## src/rtl/popcount_stream_acc_pkg.sv

```systemverilog
// Shared types and sizing helpers for the multi-beat popcount accumulator.
// Also used by popcount_stream_acc_if and popcount_tree.
package popcount_pkg;

  typedef enum logic {ST_ACC, ST_HOLD} state_t;

  localparam int IN_W_DEF      = 28;
  localparam int BEATS_MAX_DEF = 16;

  // Bits needed to hold a count in the range 0..n inclusive.
  function automatic int pc_width(input int n);
    return $clog2(n + 1);
  endfunction

endpackage

```

## src/rtl/popcount_stream_acc_if.sv

```systemverilog
// Beat-in / frame-result handshake bundle for popcount_stream_acc.
// Defining POPCNT_TERNARY_EN adds input_b and out_sign, and widens popcount_out to a signed result.
interface popcount_stream_acc_if import popcount_pkg::*; #(
  parameter int IN_W      = IN_W_DEF,
  parameter int BEATS_MAX = BEATS_MAX_DEF
);
  localparam int ACC_W  = pc_width(IN_W * BEATS_MAX);
  localparam int BCNT_W = pc_width(BEATS_MAX);
`ifdef POPCNT_TERNARY_EN
  localparam int RES_W  = ACC_W + 1;
`else
  localparam int RES_W  = ACC_W;
`endif

  logic              in_valid;
  logic              in_ready;
  logic [IN_W-1:0]   input_a;
  logic              in_last;
  logic              out_valid;
  logic              out_ready;
  logic [RES_W-1:0]  popcount_out;
  logic [BCNT_W-1:0] out_beats;
  logic              out_ovf;
`ifdef POPCNT_TERNARY_EN
  logic [IN_W-1:0]   input_b;
  logic              out_sign;

  modport master (
    output in_valid, input_a, input_b, in_last, out_ready,
    input  in_ready, out_valid, popcount_out, out_beats, out_ovf, out_sign
  );
  modport slave (
    input  in_valid, input_a, input_b, in_last, out_ready,
    output in_ready, out_valid, popcount_out, out_beats, out_ovf, out_sign
  );
`else
  modport master (
    output in_valid, input_a, in_last, out_ready,
    input  in_ready, out_valid, popcount_out, out_beats, out_ovf
  );
  modport slave (
    input  in_valid, input_a, in_last, out_ready,
    output in_ready, out_valid, popcount_out, out_beats, out_ovf
  );
`endif

endinterface

```

## src/rtl/popcount_stream_acc_tree.sv

```systemverilog
// popcount_tree: exact combinational popcount built as a recursive balanced adder tree.
// Each node adds the counts of its two halves, so the depth grows with log2(W).
module popcount_tree import popcount_pkg::*; #(
  parameter int W = 28
) (
  input  logic [W-1:0]           bits,
  output logic [pc_width(W)-1:0] cnt
);
  localparam int OW = pc_width(W);

  if (W == 1) begin : g_leaf
    assign cnt = bits;
  end else begin : g_node
    localparam int WL = W / 2;
    localparam int WH = W - WL;

    logic [pc_width(WL)-1:0] cnt_lo;
    logic [pc_width(WH)-1:0] cnt_hi;

    popcount_tree #(.W(WL)) u_lo (.bits(bits[WL-1:0]), .cnt(cnt_lo));
    popcount_tree #(.W(WH)) u_hi (.bits(bits[W-1:WL]), .cnt(cnt_hi));

    assign cnt = OW'(cnt_lo) + OW'(cnt_hi);
  end

endmodule

```

## src/rtl/popcount_stream_acc.sv

```systemverilog
// popcount_stream_acc: sums per-beat popcounts over a frame of 1..BEATS_MAX beats and holds the result.
// Defining POPCNT_TERNARY_EN subtracts popcount(input_b) per beat and yields a signed result with out_sign.
module popcount_stream_acc import popcount_pkg::*; #(
  parameter int IN_W      = IN_W_DEF,
  parameter int BEATS_MAX = BEATS_MAX_DEF
) (
  input  logic                  clk,
  input  logic                  rst,
  popcount_stream_acc_if.slave  bus
);
  localparam int ACC_W  = pc_width(IN_W * BEATS_MAX);
  localparam int BCNT_W = pc_width(BEATS_MAX);
  localparam int PC_W   = pc_width(IN_W);
`ifdef POPCNT_TERNARY_EN
  localparam int RES_W  = ACC_W + 1;
  typedef logic signed [RES_W-1:0] sum_t;
`else
  localparam int RES_W  = ACC_W;
  typedef logic [RES_W-1:0] sum_t;
`endif

  logic [PC_W-1:0] pc_a;
  popcount_tree #(.W(IN_W)) u_pc_a (.bits(bus.input_a), .cnt(pc_a));

`ifdef POPCNT_TERNARY_EN
  logic [PC_W-1:0] pc_b;
  popcount_tree #(.W(IN_W)) u_pc_b (.bits(bus.input_b), .cnt(pc_b));

  function automatic sum_t beat_delta(input logic [PC_W-1:0] pos, input logic [PC_W-1:0] neg);
    return sum_t'(pos) - sum_t'(neg);
  endfunction
`else
  function automatic sum_t beat_delta(input logic [PC_W-1:0] pos);
    return sum_t'(pos);
  endfunction
`endif

  state_t            state;
  logic              in_ready_r;
  sum_t              acc_p0;
  logic [BCNT_W-1:0] bcnt_p0;
  logic              ovf_p0;
  sum_t              res_p1;
  logic [BCNT_W-1:0] beats_p1;
  logic              ovf_p1;
  logic              vld_p1;
  logic              sign_p1;

  sum_t              delta;
  sum_t              frame_res;
  logic              accept;
  logic              drop;

`ifdef POPCNT_TERNARY_EN
  assign delta = beat_delta(pc_a, pc_b);
`else
  assign delta = beat_delta(pc_a);
`endif
  assign accept    = bus.in_valid && in_ready_r;
  // A full frame discards further beats, so acc_p0 stays within IN_W*BEATS_MAX.
  assign drop      = (bcnt_p0 == BCNT_W'(BEATS_MAX));
  assign frame_res = drop ? acc_p0 : acc_p0 + delta;

  always_ff @(posedge clk) begin
    if (rst) begin
      state      <= ST_ACC;
      in_ready_r <= 1'b1;
      acc_p0     <= '0;
      bcnt_p0    <= '0;
      ovf_p0     <= 1'b0;
      res_p1     <= '0;
      beats_p1   <= '0;
      ovf_p1     <= 1'b0;
      vld_p1     <= 1'b0;
      sign_p1    <= 1'b0;
    end else begin
      case (state)
        ST_ACC: begin
          if (accept) begin
            if (bus.in_last) begin
              // Stage p0 -> p1: close the frame into the result registers.
              res_p1     <= frame_res;
              beats_p1   <= drop ? bcnt_p0 : bcnt_p0 + BCNT_W'(1);
              ovf_p1     <= ovf_p0 | drop;
`ifdef POPCNT_TERNARY_EN
              sign_p1    <= frame_res[RES_W-1];
`else
              sign_p1    <= 1'b0;
`endif
              vld_p1     <= 1'b1;
              acc_p0     <= '0;
              bcnt_p0    <= '0;
              ovf_p0     <= 1'b0;
              in_ready_r <= 1'b0;
              state      <= ST_HOLD;
            end else if (drop) begin
              ovf_p0     <= 1'b1;
            end else begin
              acc_p0     <= frame_res;
              bcnt_p0    <= bcnt_p0 + BCNT_W'(1);
            end
          end
        end
        ST_HOLD: begin
          if (bus.out_ready) begin
            vld_p1     <= 1'b0;
            in_ready_r <= 1'b1;
            state      <= ST_ACC;
          end
        end
        default: begin
          state      <= ST_ACC;
          in_ready_r <= 1'b1;
          vld_p1     <= 1'b0;
        end
      endcase
    end
  end

  assign bus.in_ready     = in_ready_r;
  assign bus.out_valid    = vld_p1;
  assign bus.popcount_out = res_p1;
  assign bus.out_beats    = beats_p1;
  assign bus.out_ovf      = ovf_p1;
`ifdef POPCNT_TERNARY_EN
  assign bus.out_sign     = sign_p1;
`else
  logic unused_sign;
  assign unused_sign      = sign_p1;
`endif

endmodule

```

## src/flat_wrapper.sv

```systemverilog
// flat-port wrapper written by rule: the top's interface ports become plain ports
module popcount_stream_acc_flat import popcount_pkg::*;
#(
  parameter int IN_W      = IN_W_DEF,
  parameter int BEATS_MAX = BEATS_MAX_DEF
)
  (clk, rst, bus_in_valid, bus_input_a, bus_in_last, bus_out_ready, bus_in_ready, bus_out_valid, bus_popcount_out, bus_out_beats, bus_out_ovf);
  popcount_stream_acc_if #(.IN_W(IN_W), .BEATS_MAX(BEATS_MAX)) bus_i ();
  input  logic clk;
  input  logic rst;
  input wire logic [$bits(bus_i.in_valid)-1:0] bus_in_valid;
  input wire logic [$bits(bus_i.input_a)-1:0] bus_input_a;
  input wire logic [$bits(bus_i.in_last)-1:0] bus_in_last;
  input wire logic [$bits(bus_i.out_ready)-1:0] bus_out_ready;
  output wire logic [$bits(bus_i.in_ready)-1:0] bus_in_ready;
  output wire logic [$bits(bus_i.out_valid)-1:0] bus_out_valid;
  output wire logic [$bits(bus_i.popcount_out)-1:0] bus_popcount_out;
  output wire logic [$bits(bus_i.out_beats)-1:0] bus_out_beats;
  output wire logic [$bits(bus_i.out_ovf)-1:0] bus_out_ovf;
  assign bus_i.in_valid = bus_in_valid;
  assign bus_i.input_a = bus_input_a;
  assign bus_i.in_last = bus_in_last;
  assign bus_i.out_ready = bus_out_ready;
  assign bus_in_ready = bus_i.in_ready;
  assign bus_out_valid = bus_i.out_valid;
  assign bus_popcount_out = bus_i.popcount_out;
  assign bus_out_beats = bus_i.out_beats;
  assign bus_out_ovf = bus_i.out_ovf;
  popcount_stream_acc #(.IN_W(IN_W), .BEATS_MAX(BEATS_MAX)) u_core (.clk(clk), .rst(rst), .bus(bus_i));
endmodule
```

## config.mk

```make
export PLATFORM = sky130hd
export DESIGN_NAME = popcount_stream_acc_flat
export DESIGN_NICKNAME = d
export VERILOG_FILES = /design/src/rtl/popcount_stream_acc_pkg.sv /design/src/rtl/popcount_stream_acc_if.sv /design/src/rtl/popcount_stream_acc_tree.sv /design/src/rtl/popcount_stream_acc.sv /design/src/flat_wrapper.sv
export SDC_FILE = /design/constraint.sdc
export NUM_CORES = 1
export LEC_CHECK = 0
export CORE_ASPECT_RATIO = 0.8
export CORE_MARGIN = 2
export CORE_UTILIZATION = 35
export DETAILED_ROUTE_END_ITERATION = 7
export PLACE_DENSITY = 0.57
export REMOVE_ABC_BUFFERS = 1
export SETUP_SLACK_MARGIN = 0.5
export SYNTH_ARGS = -nofsm -noshare
export SYNTH_HDL_FRONTEND = slang
export SYNTH_SLANG_ARGS = --single-unit
```

## constraint.sdc

```tcl
create_clock -name clk -period 9.46 [get_ports clk]
set_clock_uncertainty 0.15 [all_clocks]
set_input_delay 1.419 -clock clk [delete_from_list [all_inputs] [get_ports clk]]
set_output_delay 1.419 -clock clk [all_outputs]
set_load 0.05 [all_outputs]
```

# --- After elaboration in Yosys (flattened, before gate mapping) ---
# Index checks and enable logic that the tools add are counted.
# W data, S select, Z words.
word_totals:
  word_cells: 71
  reg_bits: 33
  output_inout_bits: 17
  inputBits: 33
op_classes:
  muxes: 19
  add_sub_neg: 29
  n_reduce_logical: 7
  bitwise: 2
  n_eq_ne: 5
op_table:
  columns: ["cell", "n"]
  rows:
  - ["$mux W9", 3]
  - ["$add A1 B1 Y2", 12]
  - ["$add A2 B2 Y3", 4]
  - ["$add A2 B3 Y3", 4]
  - ["$reduce_and A3 Y1", 4]
  - ["$mux W1", 11]
  - ["$mux W5", 2]
  - ["$add A9 B5 Y9", 1]
  - ["$add A1 B2 Y2", 4]
  - ["$add A3 B3 Y4", 2]
  - ["$ne A2 B2 Y1 const B", 3]
  - ["$pmux W1 S2", 3]
  - ["$add A4 B4 Y5", 1]
  - ["$add A5 B1 Y5 const B", 1]
  - ["$eq A5 B5 Y1 const B", 1]
  - ["$ne A2 B1 Y1 const B", 1]
  - ["$reduce_and A2 Y1", 1]
  - ["$reduce_bool A2 Y1", 1]
  - ["$logic_and A1 B1 Y1", 1]
  - ["$not A1 Y1", 1]
  - ["$or A1 B1 Y1", 1]

# --- Logic depth before layout (Yosys ltp) ---
depth:
  word_depth: 9
  ltp_mapped: 16
  mapped_depth_nobuf: 16

# --- By module ---
# Synthesis repeated with hierarchy kept, for this count alone.
hier_totals:
  cells_unflattened: 327
  hier_area_um2: 2869.0
modules_own_cells:
  columns: ["mod", "cells_each", "area_each_um2", "seq_area_each_um2", "n_inst"]
  rows:
  - ["popcount_stream_acc", 183, 1666.6, 660.6, 1]
  - ["popcount_tree at u_core.u_pc_a.g_node.u_hi.g_node.u_hi ...", 7, 56.3, 0.0, 4]
  - ["popcount_tree at u_core.u_pc_a.g_node.u_hi.g_node.u_hi.g_node.u_hi.g_node.u_hi.g_node.u_hi ...", 1, 7.5, 0.0, 28]
  - ["popcount_tree at u_core.u_pc_a.g_node.u_hi.g_node.u_hi.g_node.u_hi ...", 7, 51.3, 0.0, 4]
  - ["popcount_tree at u_core.u_pc_a.g_node.u_hi ...", 12, 95.1, 0.0, 2]
  - ["popcount_tree at u_core.u_pc_a.g_node.u_hi.g_node.u_hi.g_node.u_hi.g_node.u_hi ...", 1, 12.5, 0.0, 12]
  - ["popcount_tree at u_core.u_pc_a", 16, 136.4, 0.0, 1]
  - ["popcount_tree at u_core.u_pc_a.g_node.u_hi.g_node.u_hi.g_node.u_lo ...", 2, 21.3, 0.0, 4]

# --- Worst setup path after synthesis ---
# No wires, ideal clock.
synth_timing:
  path_type: "in2reg"
  start: "input port bus_input_a[17]"
  end: "register u_core.res_p1[6] (netlist: u_core.bus.popcount_out[6])"
  arrival_ns: 6.000
  setup_ns: 0.101
  required_ns: 9.209
  n_path_buf: 0
  stages: 16
  path_slack_ns: 3.209
  cell_sequence: "fa_1 > inv_1 > fa_1 > inv_1 > fa_1 > inv_1 > fa_1 > fa_1 > fa_1 > fa_1 > fa_1 > nor2b_1 > o211a_1 > o21ai_0 > a22o_1 > o41ai_1"
synth_via:
  elab_chain_cells: 7
synth_lines:
  columns: ["element", "line", "source"]
  rows:
  - ["start: declaration", "flat_wrapper.sv:12", "input wire logic [$bits(bus_i.input_a)-1:0] bus_input_a;"]
  - ["$add A1 B1 Y2", "popcount_stream_acc_tree.sv:23", "assign cnt = OW'(cnt_lo) + OW'(cnt_hi);"]
  - ["$add A2 B2 Y3", "popcount_stream_acc_tree.sv:23", null]
  - ["$add A2 B3 Y3", "popcount_stream_acc_tree.sv:23", null]
  - ["$add A3 B3 Y4", "popcount_stream_acc_tree.sv:23", null]
  - ["$add A4 B4 Y5", "popcount_stream_acc_tree.sv:23", null]
  - ["$add A9 B5 Y9", "popcount_stream_acc.sv:62", "assign frame_res = drop ? acc_p0 : acc_p0 + delta;"]
  - ["$mux W9", "popcount_stream_acc.sv:62", null]
  - ["end signal: assignment", "popcount_stream_acc.sv:82", "res_p1 <= frame_res;"]
  - ["end: declaration", "popcount_stream_acc.sv:43", "sum_t res_p1;"]
# No other way between the ends.
# A chain may end at the register's enable or synchronous reset.

# --- Worst setup path after layout ---
# Ends and elaborated chain as after synthesis.

==> results.txt <==
Synth unique cells -> 42
CP Capture Type -> flop
Crit path max-delay family -> adder cells
Residual DRC -> 0
CTS tree -> done
Netlist Area Pre-Place -> 0.00235 mm²
Overflow after GRT -> 0
Routed Antenna Nets -> 0
Routed wire length per instance -> 13.2 µm
Worst-path clk slew -> 0.06 ns
Total vias in the final route -> 1934
Vias per inst -> 4.85
Async SR Flop Fraction -> 0
Most common cell after layout, fill and taps aside -> clkdlybuf4s50_1
Starting Density -> 0.365
Worst path required time -> 9.49 ns
Largest family of logic cells by synthesized area -> adder cells
Fin Setup TNS -> 0 ns
Setup crit start -> bus_input_a[17]
Placer congestion estimate -> 0.867
CP max stage delay -> 0.54 ns
Synth Area in Compound Gates -> 0.151
Layout area overhead -> 27.8%
Hold depth -> 2
Final setup viols -> 0
Pre-CTS WS -> 2.53 ns
R2r setup slk -> 4.57 ns
Hold endpoint -> u_core.bus.popcount_out[1]$_SDFFE_PP0P_
Standard-cell row count -> 26
Power Density -> 296 mW/mm²
Postcts setup bufs -> 0
Pleak -> 1.33 nW
RSZ-0062 raised after global routing -> no
Cells along the critical path -> clkdlybuf4s50_1 > fa_1 > inv_1 > fa_1 > inv_1 > fa_1 > inv_1 > fa_1 > fa_1 > fa_1 > fa_1 > fa_1 > nor2b_1 > o211a_1 > o21ai_0 > a22o_1 > o41ai_1
Fin. Hold Viols -> 0
Total Wirelength -> 5.27 mm
Setup ws final -> 2.79 ns
# IOs -> 50
All-Layer GR Usage -> 0.156
Num CTS Buffers -> 5
Top post-synthesis cells by area -> dfxtp_1 28%, fa_1 19%, ha_1 9.6%
Outcome -> finished, final reports clean
Final min period -> 6.67 ns
Share of layout cells above drive strength 1 -> 0.0286
RR Startpoint -> u_core.acc_p0[0]$_SDFFE_PP0P_
Diode count -> 0
Number of max-cap violations -> 0
Core area -> 0.00644 mm²
Post-Synth Simple-Gate Area -> 0.182
Slew headroom -> 0.481
Max Root-Sink Buffers -> 2
EDFF count, synth -> 0
CTS Root Buffer Type -> clkbuf_8
Fin crit share -> 0.705
Die area -> 0.00740 mm²
Post-synthesis adder-cell area fraction -> 0.283
Critical Path Fanout Max -> 3
Slew Viols, Final -> 0
XOR/XNOR Fraction of Synth Area -> 0.0261
Proportion of synthesized area in mux cells -> 0
Hold WS -> 0.302 ns
Critical path arrival -> 6.70 ns
Commonest non-fill, non-tap cells in the layout -> 49 x clkdlybuf4s50_1, 37 x inv_1, 33 x dfxtp_1
Post-route cell area -> 0.00301 mm²
First-pass GRT wire length -> 9.05 mm
Crit path kind -> input port to flop
# nets final -> 388
Slowest cell on crit path -> fa_1
Vert. Die Dim -> 77.3 µm
Vias in the first global route -> 1865
Start point of the worst hold path -> u_core.bus.popcount_out[1]$_SDFFE_PP0P_
Crit start category -> input port
H-tree depth -> 2
Number of synthesis warnings -> 0
R2r worst-path depth -> 13
Register area share after synthesis -> 0.281
Ys flop type -> dfxtp_1
RR Endpoint -> u_core.bus.popcount_out[6]$_SDFFE_PP0P_
Drt initial violations -> 134
Util after Layout -> 0.467
Synth Register Bits -> 33
Bufs and invs on worst path -> 4
Crit path top cell by count -> fa_1
Area leader, netlist -> dfxtp_1
Largest net degree at the start of global routing -> 35
Fmax achieved -> 150 MHz
Post-cts resize count -> 0
Layout fillers -> 633
Dpl cell area -> 0.00292 mm²
Post-DP HPWL -> 4.01 mm
Post-synth top area share -> 0.281
Input/output buffers -> 49
DIE WIDTH -> 95.7 µm
Initial antenna violation count -> 0
Cells after Synth -> 268
Hold Crit Class -> flop to flop
DRT Pass-1 Iters -> 4
Hold_buf cts -> 0
Slew @ Worst Pin -> 0.773 ns
Clock Sinks -> 33
Avg Inst Size Synth -> 8.78 µm²
Clk_lat worst skew -> 0.28 ns
Worst vdd ir -> 0.118 mV
synthesized netlist by cell type (3+ instances only):
library cell	number
dfxtp_1	33
ha_1	18
or3_1	4
fa_1	22
a21oi_1	18
nand3_1	8
inv_1	37
xor2_1	5
o21ai_0	4
nor2b_1	3
nor2_1	31
nor3_1	9
clkbuf_1	8
a211oi_1	6
nand2_1	18
a31oi_1	5
cell type report:
cell class,instances,area [µm²],area share
clock buffers,7,86.3,0.0287
inverters,37,139,0.0462
multi-input cells,187,1510,0.502
flip-flops and latches,33,661,0.220
well taps,84,105,0.0350
repair buffers,51,505,0.168
cells by family after synthesis:
logic type	count (synthesis)
AND/OR/NAND/NOR	86
flip-flops	33
buffers and inverters	48
XOR/XNOR	7
AO/OA/AOI/OAI	54
adder cells (fa/ha/maj)	40
routing by layer:
metal	track usage	routed length (µm)	up-vias
li1	-	-	997
met1	0.254	2930	899
met2	0.206	2090	36
met3	0.0314	229	2
met4	0.0343	21	0
met5	0	0	-
flip-flops by register name, indices dropped and copies added, names as in the netlist:
name	flops
u_core.bus.in_ready	1
u_core.bus.out_valid	1
u_core.acc_p0	9
u_core.ovf_p0	1
u_core.bcnt_p0	5
u_core.state	1
u_core.bus.out_beats	5
u_core.bus.popcount_out	9
u_core.bus.out_ovf	1
worst register-to-register path: stages, from the launching register on:
cell	delay, ns
dfxtp_1	0.36
inv_1	0.07
fa_1	0.46
fa_1	0.55
fa_1	0.43
fa_1	0.51
fa_1	0.43
fa_1	0.41
fa_1	0.42
nor2b_1	0.22
o211a_1	0.22
o21ai_0	0.08
a22o_1	0.23
o41ai_1	0.24
stage by stage:
stage / std cells / power (mW)
6_report: 399 / 0.890
4_1_cts: 399 / 0.897
5_1_grt: 399 / 0.991
3_5_place_dp: 392 / 0.787
2_1_floorplan: 257 / 0.647
3_3_place_gp: 392 / 0.788
report_power, final:
part | switching (mW) | internal (mW)
logic | 0.348 | 0.271
registers | 0.00993 | 0.155
clock network | 0.0489 | 0.0577
total | 0.407 | 0.483
worst max-delay path by stage:
stage / slack (ns) / depth (start not counted) / endpoint
finish: 2.79 / 17 / u_core.bus.popcount_out[6]$_SDFFE_PP0P_
global route: 2.56 / 15 / u_core.bus.popcount_out[6]$_SDFFE_PP0P_
CTS: 2.79 / 15 / u_core.bus.popcount_out[6]$_SDFFE_PP0P_
detailed placement: 2.53 / 17 / u_core.bus.popcount_out[6]$_SDFFE_PP0P_
global placement: 2.53 / 17 / u_core.bus.popcount_out[6]$_SDFFE_PP0P_
floorplan: 3.21 / 16 / u_core.bus.popcount_out[6]$_SDFFE_PP0P_
(Power assumes the default switching activity.)
